**src/rtl/x_trig_capture.sv**
```systemverilog
// Channel-select trigger/capture stage: picks one delay-line tap word, detects a
// programmable edge, captures it, then holds off. X_TRIG_CAPTURE_ENCODE_EN adds o_taps.
module x_trig_capture #(
    parameter int WIDTH    = 32,
    parameter int CHANNELS = 4,
    parameter int SEL_W    = $clog2(CHANNELS),
    parameter int HOLDOFF  = 4
) (
    input  logic                      i_clk,
    input  logic                      i_nrst,
    input  logic [CHANNELS*WIDTH-1:0] i_data,
    input  logic [SEL_W-1:0]          i_sel,
    input  logic [1:0]                i_mode,
    input  logic [WIDTH-1:0]          i_mask,
    input  logic                      i_arm,
    output logic [WIDTH-1:0]          o_data,
    output logic                      o_valid,
    output logic                      o_armed,
    output logic [15:0]               o_count
`ifdef X_TRIG_CAPTURE_ENCODE_EN
    ,
    output logic [$clog2(WIDTH+1)-1:0] o_taps
`endif
);

    localparam int CNT_W = (HOLDOFF > 1) ? $clog2(HOLDOFF) : 1;

    typedef enum logic [1:0] {
        ST_IDLE,
        ST_ARMED,
        ST_HOLD
    } state_t;

    state_t             state_q, state_d;
    logic [CNT_W-1:0]   cnt_q, cnt_d;
    logic [WIDTH-1:0]   sel_word;
    logic [WIDTH-1:0]   data_q, prev_q;
    logic [SEL_W-1:0]   sel_q;
    logic               prev_ok;
    logic               trig_raw, trig, capture;

    // Out-of-range selects fall through to channel 0.
    always_comb begin
        sel_word = i_data[WIDTH-1:0];
        for (int k = 1; k < CHANNELS; k++) begin
            if (i_sel == SEL_W'(k)) sel_word = i_data[k*WIDTH +: WIDTH];
        end
    end

    always_comb begin
        trig_raw = 1'b0;
        case (i_mode)
            2'd0:    trig_raw = (&data_q) && !(&prev_q);
            2'd1:    trig_raw = (&prev_q) && !(&data_q);
            2'd2:    trig_raw = (data_q != prev_q);
            default: trig_raw = ((data_q & i_mask) == i_mask) && ((prev_q & i_mask) != i_mask);
        endcase
    end

    assign trig = trig_raw && prev_ok;

    always_comb begin
        state_d = state_q;
        cnt_d   = cnt_q;
        capture = 1'b0;
        case (state_q)
            ST_IDLE: begin
                if (i_arm) state_d = ST_ARMED;
            end
            ST_ARMED: begin
                // A trigger wins over a simultaneous disarm.
                if (trig) begin
                    capture = 1'b1;
                    cnt_d   = CNT_W'(HOLDOFF - 1);
                    state_d = ST_HOLD;
                end else if (!i_arm) begin
                    state_d = ST_IDLE;
                end
            end
            ST_HOLD: begin
                if (cnt_q == '0) state_d = i_arm ? ST_ARMED : ST_IDLE;
                else             cnt_d   = cnt_q - CNT_W'(1);
            end
            default: state_d = ST_IDLE;
        endcase
    end

    always_ff @(posedge i_clk) begin
        if (!i_nrst) begin
            state_q <= ST_IDLE;
            cnt_q   <= '0;
        end else begin
            state_q <= state_d;
            cnt_q   <= cnt_d;
        end
    end

    // Sample pipeline; prev_ok masks the compare straddling a channel switch.
    always_ff @(posedge i_clk) begin
        if (!i_nrst) begin
            data_q  <= '0;
            prev_q  <= '0;
            sel_q   <= '0;
            prev_ok <= 1'b0;
        end else begin
            data_q  <= sel_word;
            sel_q   <= i_sel;
            prev_q  <= data_q;
            prev_ok <= (i_sel == sel_q);
        end
    end

    // o_valid is a one-cycle strobe, no backpressure: o_data is new exactly when it is high.
    always_ff @(posedge i_clk) begin
        if (!i_nrst) begin
            o_data  <= '0;
            o_valid <= 1'b0;
            o_count <= '0;
        end else begin
            o_valid <= capture;
            if (capture) begin
                o_data <= data_q;
                if (o_count != 16'hFFFF) o_count <= o_count + 16'd1;
            end
        end
    end

    assign o_armed = (state_q == ST_ARMED);

`ifdef X_TRIG_CAPTURE_ENCODE_EN
    localparam int TAPS_W = $clog2(WIDTH + 1);

    function automatic logic [TAPS_W-1:0] popcount(input logic [WIDTH-1:0] w);
        logic [TAPS_W-1:0] sum;
        sum = '0;
        for (int i = 0; i < WIDTH; i++) sum = sum + TAPS_W'(w[i]);
        return sum;
    endfunction

    always_ff @(posedge i_clk) begin
        if (!i_nrst)      o_taps <= '0;
        else if (capture) o_taps <= popcount(data_q);
    end
`endif

endmodule
```
**config.mk**
```make
export PLATFORM = sky130hd
export DESIGN_NAME = x_trig_capture
export DESIGN_NICKNAME = d
export VERILOG_FILES = /design/src/rtl/x_trig_capture.sv
export SDC_FILE = /design/constraint.sdc
export NUM_CORES = 1
export LEC_CHECK = 0
export ABC_CLOCK_PERIOD_IN_PS = 3050
export CAP_MARGIN = 10
export CORE_ASPECT_RATIO = 1.75
export CORE_MARGIN = 2
export CORE_UTILIZATION = 39
export DETAILED_ROUTE_END_ITERATION = 10
export PLACE_DENSITY = 0.76
export SYNTH_ARGS = -nofsm -noshare
export SYNTH_HDL_FRONTEND = slang
export SYNTH_SLANG_ARGS = --single-unit
```
**constraint.sdc**
```tcl
create_clock -name i_clk -period 3.05 [get_ports i_clk]
set_input_delay 0.61 -clock i_clk [delete_from_list [all_inputs] [get_ports i_clk]]
set_output_delay 0.61 -clock i_clk [all_outputs]
set_load 0.02 [all_outputs]
```
==> impl.org, run 1 <==
** Run status
- The flow ran to the end, and the final reports show no timing, DRC or antenna violations.

** Finish
- Nets :: 996
- Area of all placed cells without fillers :: 0.00910 mm²
- In the final layout, the share of cells above drive strength 1 is 14.0%.
- The multi-input combinational cells in the finished layout cover a total of 0.00332 mm².
- The area growth from synthesis to layout is 53.8%.
- Final cell utilization of the core :: 61.4%
- Final Instance Count excl. Fillers :: 1018
- The sequential cells in the finished layout cover a total of 0.00240 mm².
- The filler cells instantiated in the layout total 1236.
- Ant. Diodes :: 0

** Floorplanning
- Number of placed I/O pins :: 217
- The initial utilization of the core area, before any placement, comes to 39.9%.
- The floorplan has 59 rows.
- Measured along the y axis, the die boundary spans 167 µm.
- In this run the standard cell core region covers 0.0148 mm².
- Die Area :: 0.0162 mm²
- Measured along the x axis, the die boundary spans 97.1 µm.

** Placed design
- Setup slack after placement :: -348 ps
- Detailed Place HPWL :: 16100 µm
- Once placement finished, the instance area stood at 0.00846 mm².
- Number of port buffers :: 216
- Including well taps, the total number of placed cells is 985.
- Final estimated routing congestion in global placement :: 0.967

** Setup path
- Internal reg-to-reg setup slack :: 230 ps
- Required time reported for the critical path endpoint :: 3400 ps
- Element type at the critical path start :: input pin
- Maximum fanout along the worst path :: 6
- Critical Path AT :: 3300 ps
- Kind of critical path :: in2reg
- The worst setup path is captured at a flop.

** Global routing
- For this run the aggregate overflow at the end of global routing stands at 0.
- Antenna violations before repair :: 0
- Overall routing resource usage :: 25.0%
- The number of global-route vias before repair came to 5897.
- Wire length of the first global-routing pass :: 31400 µm
- Entering global routing, the biggest net connects 50 pins.

** Drt
- The routed design has 20100 µm of wire.
- Routed vias :: 5446
- DR WL/cell :: 19.8 µm
- Initial DRC count :: 236
- Using the TritonRoute via totals, the vias-per-cell ratio works out to 5.35.
- Antenna Nets Post-Route :: 0
- After detailed routing, the number of remaining DRC violations is 0.
- Detailed routing placed a total of 856 µm of wire on met3.
- After detailed routing, the wire length on met1 is 7150 µm.
- In this run the top signal layer used is met4.
- First-pass iteration count of the detailed router :: 4
- Met2 wire length :: 11300 µm

** STA
- Maximum clock rate :: 339 MHz
- Slew margin rel. :: 54.1%
- Slew at the pin with the worst max-slew slack :: 688 ps
- Setup-violating endpoint count in the final report :: 0
- On the final layout, the worst clock skew is 6.11 ps.
- Dividing the final minimum period by the clock period gives 96.8%.
- Total negative slack :: 0 ps
- Hold violation total from the final report :: 0
- For the finished layout, the period the worst path requires is 2950 ps.
- Final number of max-transition violations :: 0
- RSZ-0062 raised after global routing :: false
- Across all setup checks in the final design, the least slack found is 96.8 ps.
- Final hold analysis gives a worst-case slack of 480 ps.

** Clock network
- Clock Sinks :: 120
- H-tree depth reported by CTS :: 4
- After clock tree synthesis, the clock-pin slew on the worst setup and hold paths is 60 ps.
- TritonCTS created 17 clock buffers.
- The longest clock path from root to sink contains 2 buffers.
- TritonCTS built the clock tree.
- Clock root buffer :: clkbuf_16
- The clock reaches the later pin of the worst-skew pair after 420 ps.

** Logic synthesis
- Asr flop ratio synth :: 0%
- Post-synth top flop :: dfxtp_1
- Number of enable-type register cells in the synthesized netlist :: 0
- Cells after Synth :: 575
- Number of different library cells in the post-synthesis netlist :: 51
- Synthesized Nets :: 748
- The synthesized design devotes to its leading area cell type 40.6% of total area.
- Share of the yosys chip area belonging to registers :: 40.6%
- Synth Register Bits :: 120
- Synth cell count leaders :: 120 x dfxtp_1, 63 x and2_1, 40 x nor2_1
- dfxtp_1 takes more of the synthesized area than any other cell.
- The Yosys step of the flow raised 0 warnings.
- Averaged over all synthesized cells, the footprint is 10.3 µm².
- Combined area of all synthesized cells :: 0.00592 mm²
- Ranked by total cell area, the synthesized netlist is headed by dfxtp_1 41%, mux4_2 12%, and2_1 6.7%.
- dfxtp_1 is the most common cell in the netlist.

** Power
- Reported leakage power :: 3.52 nW
- Final Power :: 4.39 mW
- IR analysis of the VDD net gives a maximum drop of 311 µV.
- Ratio of total power to cell area :: 482 mW/mm²

** Hold path
- Worst min path class :: reg2reg

** Job
- Number of maximum-capacitance violations :: 0
-- cell families after synthesis --
logic type / synth area share (%)
AO/OA/AOI/OAI: 7.93
XOR/XNOR: 5.03
AND/OR/NAND/NOR: 23.2
multiplexers: 18.1
adder cells (fa/ha/maj): 1.27
buffers and inverters: 3.85
flip-flops: 40.6
-- layout make-up --
class	count	area share (%)
Clock buffer	22	5.32
Clock inverter	9	1.29
Inverter	22	0.907
Multi-Input combinational cell	406	36.5
Sequential cell	120	26.4
Tap cell	183	2.51
Timing Repair Buffer	256	27.1
-- where the power goes --
group          total, mW  internal (mW)  switching (mW)
Combinational      0.635          0.406           0.229
Sequential          1.73           1.64          0.0929
Clock               2.02           1.29           0.732
Total               4.39           3.33            1.05
-- registers in the layout, indices dropped and copies added, names as in the netlist --
name,cells
o_valid,1
prev_q,32
o_data,32
cnt_q,2
state_q,2
data_q,32
sel_q,2
o_count,16
prev_ok,1
-- placed cells by master, fill, tap and decap left out, types with 7 or more instances in the layout --
cell type	synthesis	layout
clkdlybuf4s50_1	0	214
dfxtp_1	120	120
and2_1	63	63
nor2_1	40	40
buf_4	3	38
mux2i_1	35	35
nand2b_1	34	34
xnor2_1	32	32
mux4_2	32	32
nand4_1	28	28
inv_1	22	22
nand2_1	17	17
clkbuf_16	0	17
a21oi_1	13	13
o2111ai_1	10	10
nor2b_1	9	9
o21ai_0	9	9
or3_1	9	9
or2b_1	7	7
-- worst max-delay path, cell delays in order --
cell             delay (ps)
clkdlybuf4s50_1         460
nor2b_1                 160
a2111oi_1               400
buf_4                   190
nand4_1                  70
buf_4                   160
a2111oi_4               250
buf_4                   200
o31ai_4                  90
or4_1                   540
a21oi_1                 160
-- per-layer routing --
layer,GRT usage [%],vias to the layer above
met4,13.0,0
met2,47.6,199
met3,4.32,44
li1,-,2568
met1,25.4,2635
met5,0,-
-- timing repair --
action / 4_1_cts / 5_1_grt
setup buffers: 0 / 1
setup endpoints to repair: 0 / 45
resized for setup: 0 / 6
hold buffers: 0 / 0
-- final timing paths --
| path | cells past startpoint | from | end |
|---|---|---|---|
| min reg2reg | 2 | o_count[15] | o_count[15] |
| min | 2 | o_count[15] | o_count[15] |
| max | 11 | i_mask[17] | o_count[6] |
| max reg2reg | 10 | prev_q[15] | o_data[17] |
(Power assumes the default switching activity.)
==> run 2: changes to the inputs <==
CTS_BUF_LIST = sky130_fd_sc_hd__clkbuf_2 sky130_fd_sc_hd__clkbuf_4 sky130_fd_sc_hd__clkbuf_8   (was default)
==> impl.org, run 2 (synthesis results as in run 1) <==
** Clock network
- Clock buffers created by TritonCTS :: 17 (unchanged)
- The TritonCTS clock tree is yes (unchanged).
- The clock insertion delay at the later pin of the skew report is 430 ps (was 420 ps).
- H-tree depth reported by CTS :: 4 (unchanged)
- The number of sinks handled by clock tree synthesis came to 120 (unchanged).
- The clock-pin slew of the registers on the worst-case setup and hold paths is 80 ps (was 60 ps).
- Maximum buffer depth of the clock tree :: 2 (unchanged)
- Number of buffers inserted for hold repair after clock tree synthesis :: 0 (unchanged)
- The cell at the root of the clock tree is clkbuf_8 (was clkbuf_16).

** Finish
- The number of fillers in the final layout is 1258 (was 1236).
- Registers with the most flip-flops: data_q (32), o_data (32), prev_q (32) (unchanged).
- Fraction of layout cells with a size suffix above 1 :: 13.9% (was 14.0%)
- Final cell utilization of the core :: 60.0% (was 61.4%)
- Most frequent standard cell in the layout excluding fill and tap cells :: clkdlybuf4s50_1 (unchanged)
- The area overhead of the layout relative to synthesis came to 50.5% (was 53.8%).
- The final net count was 996 (unchanged).
- Ant. Diodes :: 0 (unchanged)
- Leading cell types in the layout, fill and taps excluded: 214 x clkdlybuf4s50_1, 120 x dfxtp_1, 63 x and2_1, 40 x nor2_1, 38 x buf_4 (unchanged).

** STA
- The fraction of the cycle the final worst path needs is 97.2% (was 96.8%).
- The remaining max-slew budget at the tightest pin was 56.4% (was 54.1%).
- The fmax came to 337 MHz (was 339 MHz).
- The worst setup margin is 85.9 ps (was 96.8 ps).
- Final number of max-transition violations :: 0 (unchanged)
- The slew at the pin closest to its max-slew limit was 653 ps (was 688 ps).
- Setup-violating endpoint count in the final report :: 0 (unchanged)
- Clock Skew :: 13.0 ps (was 6.11 ps)
- The shortest period the worst path allows came to 2960 ps (was 2950 ps).
- The tightest hold margin was 489 ps (was 480 ps).
- The count of endpoints failing hold in the final timing report is 0 (unchanged).

** Floorplanning
- Die span in x :: 97.1 µm (unchanged)
- The core area was 0.0148 mm² (unchanged).
- The chip height is 167 µm (unchanged).
- The die outline area came to 0.0162 mm² (unchanged).
- The initial core utilization was 39.9% (unchanged).
- Number of placed I/O pins :: 217 (unchanged)
- The count of standard-cell rows is 59 (unchanged).

** Global routing
- The global-route wire length before repair was 31300 µm (was 31400 µm).
- Antenna violations before repair :: 0 (unchanged)
- The remaining global-route overflow is 0 (unchanged).
- The maximum number of pins on one net before global-route repair came to 50 (unchanged).
- The overall fraction of global-route tracks in use was 24.7% (was 25.0%).
- Number of global-route vias before repair :: 5870 (was 5897)

** Setup path
- Critical Path, Cell by Cell :: clkdlybuf4s50_1, nor2b_1, a2111oi_1, buf_4, nand4_1, buf_4, a2111oi_4, buf_4, o31ai_4, or4_1, a21oi_1 (unchanged)
- The critical path startpoint category is an input pin (unchanged).
- The type of element capturing the critical path is a flop (unchanged).
- The library cell appearing most often on the critical path is buf_4 (unchanged).
- Crit path largest cell delay :: 550 ps (was 540 ps)
- The largest fanout on the critical path came to 6 (unchanged).
- Required time reported for the critical path endpoint :: 3410 ps (was 3400 ps)
- The data arrival time at the worst-slack endpoint was 3330 ps (was 3300 ps).
- The start-to-end type of the worst setup path is in2reg (unchanged).
- The slowest stage cell on the critical path is or4_1 (unchanged).

** Hold path
- The classification of the worst-slack hold path was reg2reg (unchanged).

** Drt
- The number of DRC markers in iteration 0 was 237 (was 236).
- The count of antenna-violating nets left after detailed routing is 0 (unchanged).
- Wirelength, routed :: 20000 µm (was 20100 µm)
- The number of vias per cell came to 5.38 (was 5.35).
- The total via count after detailed routing was 5475 (was 5446).
- The number of DRC violations after detailed routing is 0 (unchanged).
- DR WL/cell :: 19.6 µm (was 19.8 µm)
- First-pass iteration count of the detailed router :: 5 (was 4)

** Placed design
- Setup slack after placement :: -348 ps (unchanged)
- The final HPWL from detailed placement was 16100 µm (unchanged).
- Number of port buffers :: 216 (unchanged)
- The final weighted congestion in routability-driven placement is 0.967 (unchanged).

** Power
- The power density relative to cell area came to 430 mW/mm² (was 482 mW/mm²).
- The worst supply voltage drop on vdd came to 248 µV (was 311 µV).
- The leakage dissipation was 3.44 nW (was 3.52 nW).

** Job
- Number of maximum-capacitance violations :: 0 (unchanged)

** Run status
- Status: finished clean (unchanged).
## run 2: routing by layer
metal,vias up,share of wire [%],GRT usage [%],routed length [µm]
met5,-,0,0,0
met1,2638,35,25.4,7080
met4,0,4.0,11.4,805
met2,226,56,47.5,11200
li1,2569,-,-,-
met3,42,4.5,4.57,907
## run 2: power by group
part / internal [mW] / switching, mW
Sequential: 1.64 / 0.0926
Combinational: 0.405 / 0.227
Clock: 0.823 / 0.649
## run 2: path summary, 6_finish.rpt
kind         slack (ps)     endpoint  cells past startpoint   startpoint
max reg2reg         180   o_data[17]                     10   prev_q[15]
max                  90   o_count[6]                     11   i_mask[17]
min                 490  o_count[15]                      2  o_count[15]
min reg2reg         490  o_count[15]                      2  o_count[15]
## run 2: through the flow
step	setup TNS [ps]	cells	power, mW	area (µm²)
floorplan	0	575	2.02	5920
global placement	-12400	985	2.38	8460
detailed placement	-14720	985	2.39	8460
CTS	0	1016	3.86	8870
global route	-2.44	1018	3.99	8910
finish	0	1018	3.83	8910
## run 2: critical path: cells and delay by family
family	cells	cell delay (ps)
AO/OA/AOI/OAI	4	940
AND/OR/NAND/NOR	3	780
buffers and inverters	4	990
## run 2: final cells by class
class / instances / area (µm²) / area share [%]
multi-input combinational: 406 / 3310 / 37.2
tap: 183 / 229 / 2.57
clock inverter: 9 / 118 / 1.32
inverter: 22 / 82.6 / 0.927
clock buffer: 22 / 297 / 3.33
timing repair buffer: 256 / 2470 / 27.7
sequential: 120 / 2400 / 27.0
## run 2: what timing repair did
action | in CTS | in global routing
setup endpoints to repair | 0 | 45
setup buffers | 0 | 1
gates resized for setup | 0 | 4
